$ cat src/rtl/systolic_pkg.sv
// Shared types and default parameter values for the systolic array blocks.
package systolic_pkg;

  localparam int DEF_DATA_WIDTH  = 8;
  localparam int DEF_MATRIX_SIZE = 3;
  localparam int DEF_ACC_WIDTH   = 32;
  localparam int DEF_OUT_WIDTH   = 8;

  // Drain controller state: waiting for a snapshot, or streaming it out.
  typedef enum logic {
    IDLE  = 1'b0,
    DRAIN = 1'b1
  } drain_state_t;

endpackage

$ cat src/rtl/requant_sat.sv
// Requantizer: rounding arithmetic right shift followed by saturation to a
// signed OUT_WIDTH result. Purely combinational.
module requant_sat #(
  parameter int ACC_WIDTH   = 32,
  parameter int OUT_WIDTH   = 8,
  parameter int SHIFT_WIDTH = $clog2(ACC_WIDTH)
) (
  input  logic signed [ACC_WIDTH-1:0]   acc,
  input  logic        [SHIFT_WIDTH-1:0] shift,
  output logic signed [OUT_WIDTH-1:0]   data,
  output logic                          sat
);

  // One extra bit of headroom so adding the rounding constant cannot overflow.
  localparam logic signed [ACC_WIDTH:0] MAX_VAL =
    {{(ACC_WIDTH-OUT_WIDTH+2){1'b0}}, {(OUT_WIDTH-1){1'b1}}};
  localparam logic signed [ACC_WIDTH:0] MIN_VAL =
    {{(ACC_WIDTH-OUT_WIDTH+2){1'b1}}, {(OUT_WIDTH-1){1'b0}}};

  logic signed [ACC_WIDTH:0] wide;
  logic signed [ACC_WIDTH:0] rnd;
  logic signed [ACC_WIDTH:0] shifted;

  // Round half up, shift, then clamp into the output range.
  always_comb begin
    // NOTE: every signal assigned here gets a default first, so no path
    // leaves it unassigned and no latch is inferred.
    rnd  = '0;
    sat  = 1'b0;
    wide = {acc[ACC_WIDTH-1], acc};
    if (shift != '0) rnd[shift - 1'b1] = 1'b1;
    shifted = (wide + rnd) >>> shift;
    data    = shifted[OUT_WIDTH-1:0];
    if (shifted > MAX_VAL) begin
      data = MAX_VAL[OUT_WIDTH-1:0];
      sat  = 1'b1;
    end else if (shifted < MIN_VAL) begin
      data = MIN_VAL[OUT_WIDTH-1:0];
      sat  = 1'b1;
    end
  end

endmodule

$ cat src/rtl/acc_drain_unit.sv
// Accumulator drain unit: snapshots the N*N accumulator bank of a systolic
// array on request and streams the requantized elements out in row-major
// order over a valid/ready interface.
module acc_drain_unit
  import systolic_pkg::*;
#(
  parameter int DATA_WIDTH  = DEF_DATA_WIDTH,
  parameter int MATRIX_SIZE = DEF_MATRIX_SIZE,
  parameter int ACC_WIDTH   = DEF_ACC_WIDTH,
  parameter int OUT_WIDTH   = DEF_OUT_WIDTH
) (
  input  logic                                         clk,
  input  logic                                         rst,
  input  logic [ACC_WIDTH*MATRIX_SIZE*MATRIX_SIZE-1:0] acc_out_flat,
  input  logic                                         capture,
  input  logic [$clog2(ACC_WIDTH)-1:0]                 shift_amt,
  input  logic                                         out_ready,
  output logic                                         out_valid,
  output logic [OUT_WIDTH-1:0]                         out_data,
  output logic [$clog2(MATRIX_SIZE)-1:0]               out_row,
  output logic [$clog2(MATRIX_SIZE)-1:0]               out_col,
  output logic                                         out_last,
  output logic                                         out_sat,
  output logic                                         busy,
  output logic                                         done,
  output logic                                         capture_drop
);

  localparam int N     = MATRIX_SIZE;
  localparam int NUM   = N * N;
  localparam int IDX_W = $clog2(NUM);
  localparam int RC_W  = $clog2(N);
  localparam int SH_W  = $clog2(ACC_WIDTH);

  // The accumulator must hold at least a full operand product.
  if (ACC_WIDTH < 2 * DATA_WIDTH || ACC_WIDTH < OUT_WIDTH) begin : g_bad_params
    $error("acc_drain_unit: ACC_WIDTH too narrow for DATA_WIDTH/OUT_WIDTH");
  end

  drain_state_t         state;
  logic [IDX_W-1:0]     idx;
  logic [ACC_WIDTH-1:0] snap [NUM];
  logic [SH_W-1:0]      snap_shift;

  logic [IDX_W-1:0]     next_idx;
  logic [RC_W-1:0]      next_row;
  logic [RC_W-1:0]      next_col;
  logic [ACC_WIDTH-1:0] sel_acc;
  logic [SH_W-1:0]      sel_shift;
  logic [OUT_WIDTH-1:0] rq_data;
  logic                 rq_sat;

  assign busy = (state == DRAIN);

  // Pick the element that will be presented next: element 0 straight from the
  // live bank on capture (snapshot not yet written), otherwise the snapshot.
  always_comb begin
    next_idx  = (idx == IDX_W'(NUM - 1)) ? '0 : idx + 1'b1;
    next_col  = (out_col == RC_W'(N - 1)) ? '0 : out_col + 1'b1;
    next_row  = (out_col == RC_W'(N - 1)) ? out_row + 1'b1 : out_row;
    sel_acc   = snap[next_idx];
    sel_shift = snap_shift;
    if (state == IDLE) begin
      sel_acc   = acc_out_flat[ACC_WIDTH-1:0];
      sel_shift = shift_amt;
    end
  end

  requant_sat #(
    .ACC_WIDTH   (ACC_WIDTH),
    .OUT_WIDTH   (OUT_WIDTH),
    .SHIFT_WIDTH (SH_W)
  ) u_requant_sat (
    .acc   (sel_acc),
    .shift (sel_shift),
    .data  (rq_data),
    .sat   (rq_sat)
  );

  // Snapshot bank: loaded only when a capture is accepted.
  always_ff @(posedge clk) begin
    // NOTE: the bank is deliberately left out of reset; it is always written
    // before it is read, and a reset would cost a mux on every bit.
    if (state == IDLE && capture) begin
      for (int i = 0; i < NUM; i++) begin
        snap[i] <= acc_out_flat[i*ACC_WIDTH +: ACC_WIDTH];
      end
      snap_shift <= shift_amt;
    end
  end

  // Drain FSM with registered outputs.
  always_ff @(posedge clk) begin
    // NOTE: state is updated with non-blocking assignments so every register
    // sees the pre-edge values regardless of statement order.
    if (!rst) begin
      state        <= IDLE;
      idx          <= '0;
      out_valid    <= 1'b0;
      out_data     <= '0;
      out_row      <= '0;
      out_col      <= '0;
      out_last     <= 1'b0;
      out_sat      <= 1'b0;
      done         <= 1'b0;
      capture_drop <= 1'b0;
    end else begin
      done         <= 1'b0;
      capture_drop <= 1'b0;
      case (state)
        IDLE: begin
          if (capture) begin
            state     <= DRAIN;
            idx       <= '0;
            out_valid <= 1'b1;
            out_data  <= rq_data;
            out_sat   <= rq_sat;
            out_row   <= '0;
            out_col   <= '0;
            out_last  <= (NUM == 1);
          end
        end
        DRAIN: begin
          if (capture) capture_drop <= 1'b1;
          if (out_ready) begin
            if (out_last) begin
              state     <= IDLE;
              idx       <= '0;
              out_valid <= 1'b0;
              out_data  <= '0;
              out_row   <= '0;
              out_col   <= '0;
              out_last  <= 1'b0;
              out_sat   <= 1'b0;
              done      <= 1'b1;
            end else begin
              idx      <= next_idx;
              out_data <= rq_data;
              out_sat  <= rq_sat;
              out_row  <= next_row;
              out_col  <= next_col;
              out_last <= (next_idx == IDX_W'(NUM - 1));
            end
          end
        end
        default: state <= IDLE;
      endcase
    end
  end

endmodule

$ cat config.mk
export PLATFORM = sky130hd
export DESIGN_NAME = acc_drain_unit
export DESIGN_NICKNAME = d
export VERILOG_FILES = /design/src/rtl/systolic_pkg.sv /design/src/rtl/requant_sat.sv /design/src/rtl/acc_drain_unit.sv
export SDC_FILE = /design/constraint.sdc
export NUM_CORES = 1
export LEC_CHECK = 0
export ABC_AREA = 1
export CAP_MARGIN = 20
export CORE_MARGIN = 2
export CORE_UTILIZATION = 35
export CTS_CLUSTER_SIZE = 25
export DETAILED_ROUTE_END_ITERATION = 16
export PLACE_DENSITY_LB_ADDON = 0.08
export SYNTH_ARGS = -nofsm -noshare
export SYNTH_HDL_FRONTEND = slang
export SYNTH_HIERARCHICAL = 1
export SYNTH_SLANG_ARGS = --single-unit
$ cat constraint.sdc
create_clock -name clk -period 36.2 [get_ports clk]
set_input_delay 5.43 -clock clk [delete_from_list [all_inputs] [get_ports clk]]
set_output_delay 5.43 -clock clk [all_outputs]
set_load 0.05 [all_outputs]
==> impl_metrics.yaml, run 1 <==
status:
  status: "completed"
yosys:
  yosysWarnings: 6
  ys.flop_type: "edfxtp_1"
  synth-async-reset-ratio_pct: 0
  synth_top_cell_by_area: "edfxtp_1"
  synth-edff-count: 293
  yosysMostFrequentCell: "nand2_1"
  synth_top_area_share_pct: 47.5
  synthTopCellsByCount: "717 x nand2_1, 567 x nand3_1, 293 x edfxtp_1"
  synth_area_leaders: "edfxtp_1 48%, nand3_1 15%, nand2_1 15%"
  syn_area_per_cell_um2: 7.84
  ys_types: 44
  syn-cell-area_um2: 18500
  synth-seq-area-share_pct: 49.9
  synth_fp_nets: 2694
  synth_cells: 2362
  yosys_register_bits: 315
worst_setup_path:
  crit_required_ns: 36.64
  cp_common_cell: "nand2_1"
  critical_path.endpoint_type: "register"
  worstSetupStartpointType: "input port"
  slowest_stage: "clkinv_1"
  path_class: "in -> reg"
  worst_ep_arrival_time_ns: 11.35
  cp_max_fo: 35
  critPathMaxStageDelay_ns: 0.85
clock_tree:
  numClockSinks: 315
  cts_tree: "done"
  cts_resized: 0
  clock_latency_ns: 0.55
  cts_buffers: 37
  post-cts-setup-buffers: 0
  clk_pin_slew_ns: 0.06
  h-tree-depth: 2
  cts_hold_buf: 0
  clockBufferDepth: 3
  cts_root_buffer: "clkbuf_16"
grt:
  grt_max_degree: 163
  grt_pass1_wl_um: 99600
  grtUsageTotal_pct: 24.4
  antenna_found_initial: 17
  gr-total-overflow: 0
  grt_pass1_vias: 16300
routing:
  avgRoutedWirePerCell_um: 20.0
  drcViolationCount: 0
  vias: 16800
  ant_nets: 0
  vias_per_cell: 5.03
  first_pass_iters: 7
  dr.first_iter.drc_count: 1264
  drt-total-wl_um: 66800
timing:
  slew_viol_final: 0
  finalClockSkew_ns: 0.0133
  finalSetupViolCount: 0
  clock.fmax_ghz: 0.0916
  worst_hold_slack_ns: 0.485
  setup_ws_ns: 25.29
  period_share_pct: 30.1
  setup_tns_ns: 0
  rsz0062_at_grt: "no"
  hold_viol: 0
  tightest_slew_ns: 1.04
  max-slew-margin-rel_pct: 30.3
  period_needed_ns: 10.91
placement:
  io_buffers: 314
  hpwl_um: 49700
  routabilityCongestion: 0.930
  dp_cells: 3270
  post-place-ws_ns: 24.80
floorplan:
  die_y_um: 234
  rows: 84
  io_pins: 315
  core_area_um2: 52400
  initial_utilization_pct: 35.3
  die_x_um: 234
  die_area_um2: 54800
job:
  max_cap_viol_count: 0
pwr:
  power_density_nw_per_um2: 44.4
  ir_worst_vdd_mv: 0.0381
  p_leak_nw: 10.1
finish:
  final_nets: 2953
  drive_gt1_share_pct: 4.46
  area_growth_pct: 25.8
  final_cells: 3344
hold_path:
  worstHoldPathType: "reg -> reg"
-- worst max-delay path, delay by kind of cell --
family | cells | cell delay, ns
fa+ha+maj | 2 | 0.63
buf+inv | 6 | 2.05
simple gates | 28 | 3.06
compound gates | 1 | 0.13
-- sequential cells by signal, summed over array words and instances, names as in the netlist --
name and cells:
snap_shift 5, out_data 8, out_valid 1, out_last 1, done 1, idx 4, out_col 2, out_row 2
out_sat 1, busy 1, snap 288, capture_drop 1
-- path summary, 6_finish.rpt --
check	from	to	slack [ns]	depth (start not counted)
max	shift_amt[0]	out_sat$_SDFFE_PN0P_	25.29	37
min reg2reg	out_row[1]$_SDFFE_PN0P_	out_row[1]$_SDFFE_PN0P_	0.48	2
min	out_row[1]$_SDFFE_PN0P_	out_row[1]$_SDFFE_PN0P_	0.48	2
max reg2reg	idx[0]$_SDFFE_PN0P_	out_sat$_SDFFE_PN0P_	28.54	36
-- per-stage QoR --
stage	util [%]	area [µm²]	power, mW
floorplan	-	18500	0.595
CTS	44.4	23300	1.04
finish	44.4	23300	1.03
global placement	42.2	22100	0.685
global route	44.4	23300	1.09
detailed placement	42.2	22100	0.684
-- layer usage --
layer | GRT usage [%] | vias to the layer above | wire length [µm]
met5 | 0 | - | 99
met3 | 5.81 | 79 | 4880
met2 | 40.4 | 520 | 31200
met1 | 32.2 | 7856 | 29200
li1 | - | 8357 | -
met4 | 5.80 | 16 | 1370
-- power by group --
part           internal, mW  switching (mW)  leakage (nW)
Clock                 0.205           0.152         0.549
Combinational        0.0877           0.160          6.63
Sequential            0.423         0.00591          2.97
-- cell families (layout without fill, tap and decap cells) --
logic type	Yosys count	count (layout)	share of synthesized area (%)
compound gates	91	91	2.58
flops	315	315	49.9
buf+inv	382	668	8.49
simple gates	1527	1527	36.1
other cells	1	9	0.0203
fa+ha+maj	35	35	2.41
xor+xnor	11	11	0.520
-- cells in the final DEF (no fill, tap or decap), types with 2 or more instances in the layout --
master,n
bufinv_16,2
diode_2,8
xor2_1,8
nand3b_1,14
inv_2,9
nand2_4,4
nand2_1,716
nand4_1,9
nor2_1,174
nand3_2,6
nand2_2,16
nor2_2,6
ha_1,33
inv_4,2
inv_1,255
clkbuf_1,13
clkdlybuf4s50_1,314
xnor2_1,3
dfxtp_1,22
buf_4,18
nand3_1,567
a31oi_1,2
clkinv_2,5
a21oi_1,62
edfxtp_1,293
o211ai_1,2
nor3_1,6
clkbuf_16,37
nor2_4,2
clkinv_1,7
o21ai_0,17
inv_6,2
o21ai_1,3
-- area by class of cell --
type	instances	area (µm²)
fillers	5396	29200
well taps	688	861
clock buffers	50	975
inverters	269	1010
repair buffers	333	3300
flip-flops and latches	315	9240
clock inverters	16	154
diodes	8	20.0
multi-input cells	1665	7730
(Power assumes the default switching activity.)
==> run 2: changes to the inputs <==
- clock period: 36.2 -> 10.97 ns (I/O delays scaled with it)
==> impl_metrics.yaml, run 2 (same netlist as run 1, synthesis figures left out) <==
clock_tree:
  clk_pin_slew_ns: 0.06
  cts_root_buffer: "clkbuf_16"
  h-tree-depth: 2
  cts_hold_buf: 0
  cts_resized: 0
  clock_latency_ns: 0.56
  clockBufferDepth: 3
  cts_tree: "done"
  numClockSinks: 315
  cts_buffers: 37
  post-cts-setup-buffers: 0
hold_path:
  min_to: "out_row[1]$_SDFFE_PN0P_"
  worstHoldPathType: "reg -> reg"
  holdCritStartpoint: "out_row[1]$_SDFFE_PN0P_"
  hold-path-cell-count: 2
routing:
  ant_nets: 0
  drcViolationCount: 0
  vias_per_cell: 5.04
  first_pass_iters: 5
  dr.first_iter.drc_count: 1315
  drt-total-wl_um: 67500
  avgRoutedWirePerCell_um: 20.1
  vias: 16900
finish:
  seqCellArea_um2: 9240
  largest_register_ffs: 288
  final_cell_mix: "716 x nand2_1, 567 x nand3_1, 314 x clkdlybuf4s50_1, 293 x edfxtp_1, 255 x inv_1"
  fin_util_pct: 44.5
  mostFrequentLayoutCell: "nand2_1"
  largest-register: "snap"
  multiInputGateArea_um2: 7730
  drive_gt1_share_pct: 4.45
  final_nets: 2956
  top_regs: "snap (288), out_data (8), snap_shift (5)"
  fillers: 5258
  area_growth_pct: 26.1
worst_setup_path:
  critical_path.endpoint_type: "register"
  worst_ep_arrival_time_ns: 7.92
  worstSetupStartpointType: "register"
  path_class: "reg -> reg"
  worstReg2RegEnd: "out_data[2]$_SDFFE_PN0P_"
  crit_required_ns: 11.41
  ff2ff_setup_slack_ns: 3.48
  rr_startpoint: "idx[0]$_SDFFE_PN0P_"
  critPathMaxStageDelay_ns: 0.84
  cp_max_fo: 55
  ff2ff_path_depth: 35
  slowest_stage: "nand2_4"
placement:
  io_buffers: 314
  hpwl_um: 50600
  routabilityCongestion: 0.910
  post-place-ws_ns: 3.41
job:
  max_cap_viol_count: 0
grt:
  gr-total-overflow: 0
  antenna_found_initial: 14
  grt_max_degree: 192
  grtUsageTotal_pct: 24.6
  grt_pass1_wl_um: 100000
  grt_pass1_vias: 16500
floorplan:
  initial_utilization_pct: 35.3
  io_pins: 315
  core_area_um2: 52400
  die_area_um2: 54800
  rows: 84
  die_x_um: 234
  die_y_um: 234
timing:
  finalClockSkew_ns: 0.0161
  setup_ws_ns: 3.48
  max-slew-margin-rel_pct: 20.3
  period_share_pct: 68.3
  finalSetupViolCount: 0
  hold_viol: 0
  rsz0062_at_grt: "no"
  setup_tns_ns: 0
  slew_viol_final: 0
  tightest_slew_ns: 1.20
  period_needed_ns: 7.49
  clock.fmax_ghz: 0.134
pwr:
  ir_worst_vdd_mv: 0.148
  power_density_nw_per_um2: 146
  p_leak_nw: 10.2
status:
  status: "completed"
-- run 2: cell count changes in the layout (fill, tap and decap cells not counted), sizes merged --
cell,change
buf,+3
inv,-2
clkinv,+4
clkinvlp,-1
diode,+5
bufinv,-1
-- run 2: cell type report --
class / instances / area share, %
clock inverters: 16 / 0.659
repair buffers: 336 / 14.3
clock buffers: 50 / 4.17
diodes: 13 / 0.139
inverters: 269 / 4.35
flip-flops and latches: 315 / 39.6
multi-input cells: 1665 / 33.1
well taps: 688 / 3.69
-- run 2: report_power, final --
part           switching, mW  internal [mW]
sequential            0.0206           1.40
clock                  0.512          0.655
combinational          0.528          0.292
total                   1.06           2.34
-- run 2: worst max path at each step --
stage,end,startpoint
floorplan,out_row[1]$_SDFFE_PN0P_,capture
global placement,out_data[3]$_SDFFE_PN0P_,shift_amt[0]
detailed placement,out_data[0]$_SDFFE_PN0P_,idx[0]$_SDFFE_PN0P_
CTS,out_data[5]$_SDFFE_PN0P_,idx[0]$_SDFFE_PN0P_
global route,out_data[6]$_SDFFE_PN0P_,idx[0]$_SDFFE_PN0P_
finish,out_data[2]$_SDFFE_PN0P_,idx[0]$_SDFFE_PN0P_
-- run 2: layer usage --
metal	up-vias	wire, µm	global-route usage (%)
li1	8356	-	-
met1	7937	29500	32.6
met2	503	31400	40.1
met3	95	4480	4.90
met4	8	2120	8.29
met5	-	48	0
-- run 2: critical path: cells and delay by family (launching register included) --
family                     cells  cell delay, ns
AOI/OAI and AO/OA              2            0.41
adders and majority gates      3            1.01
buffers and inverters          4            1.13
DFF                            1            0.36
and+or+nand+nor               26            4.37
-- run 2: stage by stage --
step / total power [mW] / instance area, µm² / hold slack, ns / std cells
6_report: 3.41 / 23300 / 0.484 / 3352
5_1_grt: 3.58 / 23300 / 0.506 / 3346
4_1_cts: 3.43 / 23300 / 0.487 / 3338
3_5_place_dp: 2.26 / 22200 / 0.479 / 3272
3_3_place_gp: 2.26 / 22200 / 0.479 / 3272
2_1_floorplan: 1.95 / 18500 / 0.469 / 2362
==> run 3: changes to the inputs <==
- clock period: 10.97 -> 6.6 ns (I/O delays scaled with it)
==> impl_metrics.yaml, run 3 (same netlist as run 1, synthesis figures left out) <==
job:
  max_cap_viol_count: 0
worst_setup_path:
  path_class: "reg -> reg"
  slowest_stage: "nand3_4"
  worst_ep_arrival_time_ns: 6.38
  cp_common_cell: "nand2_1"
  critPathMaxStageDelay_ns: 0.43
  worstSetupStartpointType: "register"
  cp_max_fo: 67
  crit_required_ns: 7.04
  critical_path.endpoint_type: "register"
grt:
  grt_pass1_wl_um: 101000
  antenna_found_initial: 21
  grt_max_degree: 165
  grtUsageTotal_pct: 24.8
  gr-total-overflow: 0
  grt_pass1_vias: 16900
hold_path:
  worstHoldPathType: "reg -> reg"
timing:
  max-slew-margin-rel_pct: 27.3
  period_share_pct: 90.0
  finalClockSkew_ns: 0.0285
  finalSetupViolCount: 0
  clock.fmax_ghz: 0.168
  period_needed_ns: 5.94
  setup_tns_ns: 0
  tightest_slew_ns: 1.09
  rsz0062_at_grt: "no"
  hold_viol: 0
  slew_viol_final: 0
finish:
  largest-register: "snap"
  area_growth_pct: 26.5
  fillers: 5349
  largest_register_ffs: 288
  fin_util_pct: 44.7
  top_regs: "snap (288), out_data (8), snap_shift (5)"
  final_nets: 2966
  final_cells: 3360
  drive_gt1_share_pct: 4.74
  final_cell_mix: "717 x nand2_1, 567 x nand3_1, 314 x clkdlybuf4s50_1, 293 x edfxtp_1, 255 x inv_1"
  mostFrequentLayoutCell: "nand2_1"
routing:
  ant_nets: 0
  dr.first_iter.drc_count: 1305
  first_pass_iters: 6
  avgRoutedWirePerCell_um: 20.0
  vias_per_cell: 5.06
  vias: 17000
  drcViolationCount: 0
  drt-total-wl_um: 67100
pwr:
  power_density_nw_per_um2: 240
  finalPower_mw: 5.61
  p_leak_nw: 10.2
  ir_worst_vdd_mv: 0.151
clock_tree:
  cts_root_buffer: "clkbuf_16"
  h-tree-depth: 2
  clk_pin_slew_ns: 0.06
  cts_buffers: 37
  cts_tree: "done"
  clock_latency_ns: 0.57
  numClockSinks: 315
  clockBufferDepth: 3
  cts_resized: 0
  post-cts-setup-buffers: 0
  cts_hold_buf: 0
placement:
  hpwl_um: 50000
  dp_cells: 3282
  routabilityCongestion: 0.948
  io_buffers: 314
floorplan:
  die_area_um2: 54800
  core_area_um2: 52400
  io_pins: 315
  die_y_um: 234
  die_x_um: 234
  rows: 84
  initial_utilization_pct: 35.3
status:
  status: "completed"
run 3: cell count changes in the layout (fill, tap and decap cells not counted), moves of 2 or more:
cell and change:
clkinv_16 -2, buf_4 +5, clkinv_1 +2, clkbuf_1 -3
buf_12 +4
run 3: final cells by class:
class | count | area, µm² | area share (%)
antenna | 13 | 32.5 | 0.139
multi-input combinational | 1665 | 7740 | 33.0
timing repair buffer | 346 | 3470 | 14.8
tap | 688 | 861 | 3.68
inverter | 269 | 1010 | 4.33
clock inverter | 16 | 91.3 | 0.390
sequential | 315 | 9240 | 39.4
clock buffer | 48 | 977 | 4.17
run 3: worst paths after layout:
kind                                start                  endpoint  slack [ns]  cells after the start
hold reg to reg   out_row[1]$_SDFFE_PN0P_   out_row[1]$_SDFFE_PN0P_        0.49                      2
hold / removal    out_row[1]$_SDFFE_PN0P_   out_row[1]$_SDFFE_PN0P_        0.49                      2
setup reg to reg      idx[0]$_SDFFE_PN0P_  out_data[4]$_SDFFE_PN0P_        0.66                     38
setup / recovery      idx[0]$_SDFFE_PN0P_  out_data[4]$_SDFFE_PN0P_        0.66                     38
run 3: metal layers:
layer  wire length [µm]  global-route usage, %  part of all wire [%]  vias to the layer above
met4               1370                   6.45                   2.0                        8
met1              29800                   33.1                    44                     8009
met2              31100                   40.4                    46                      516
li1                   -                      -                     -                     8381
met5                 55                      0                 0.082                        -
met3               4680                   5.62                   7.0                       77
run 3: per-stage QoR:
step / hold WS, ns / setup WS (ns) / area, µm²
detailed placement: 0.486 / 0.478 / 22300
global placement: 0.470 / 0.451 / 22300
floorplan: 0.469 / 0.145 / 18500
finish: 0.494 / 0.659 / 23400
global route: 0.525 / 0.0674 / 23400
CTS: 0.493 / 0.558 / 23300
run 3: worst max-delay path, delay by kind of cell, from the launching register on:
kind,cells,cell delay [ns]
DFF,1,0.36
and+or+nand+nor,31,3.99
adders and majority gates,2,0.51
buffers and inverters,4,0.74
AOI/OAI and AO/OA,1,0.12
run 3: where the power goes:
group	switching (mW)	internal [mW]	leakage [nW]
clock	0.834	1.05	0.524
combinational	0.880	0.493	6.72
sequential	0.0345	2.32	2.97
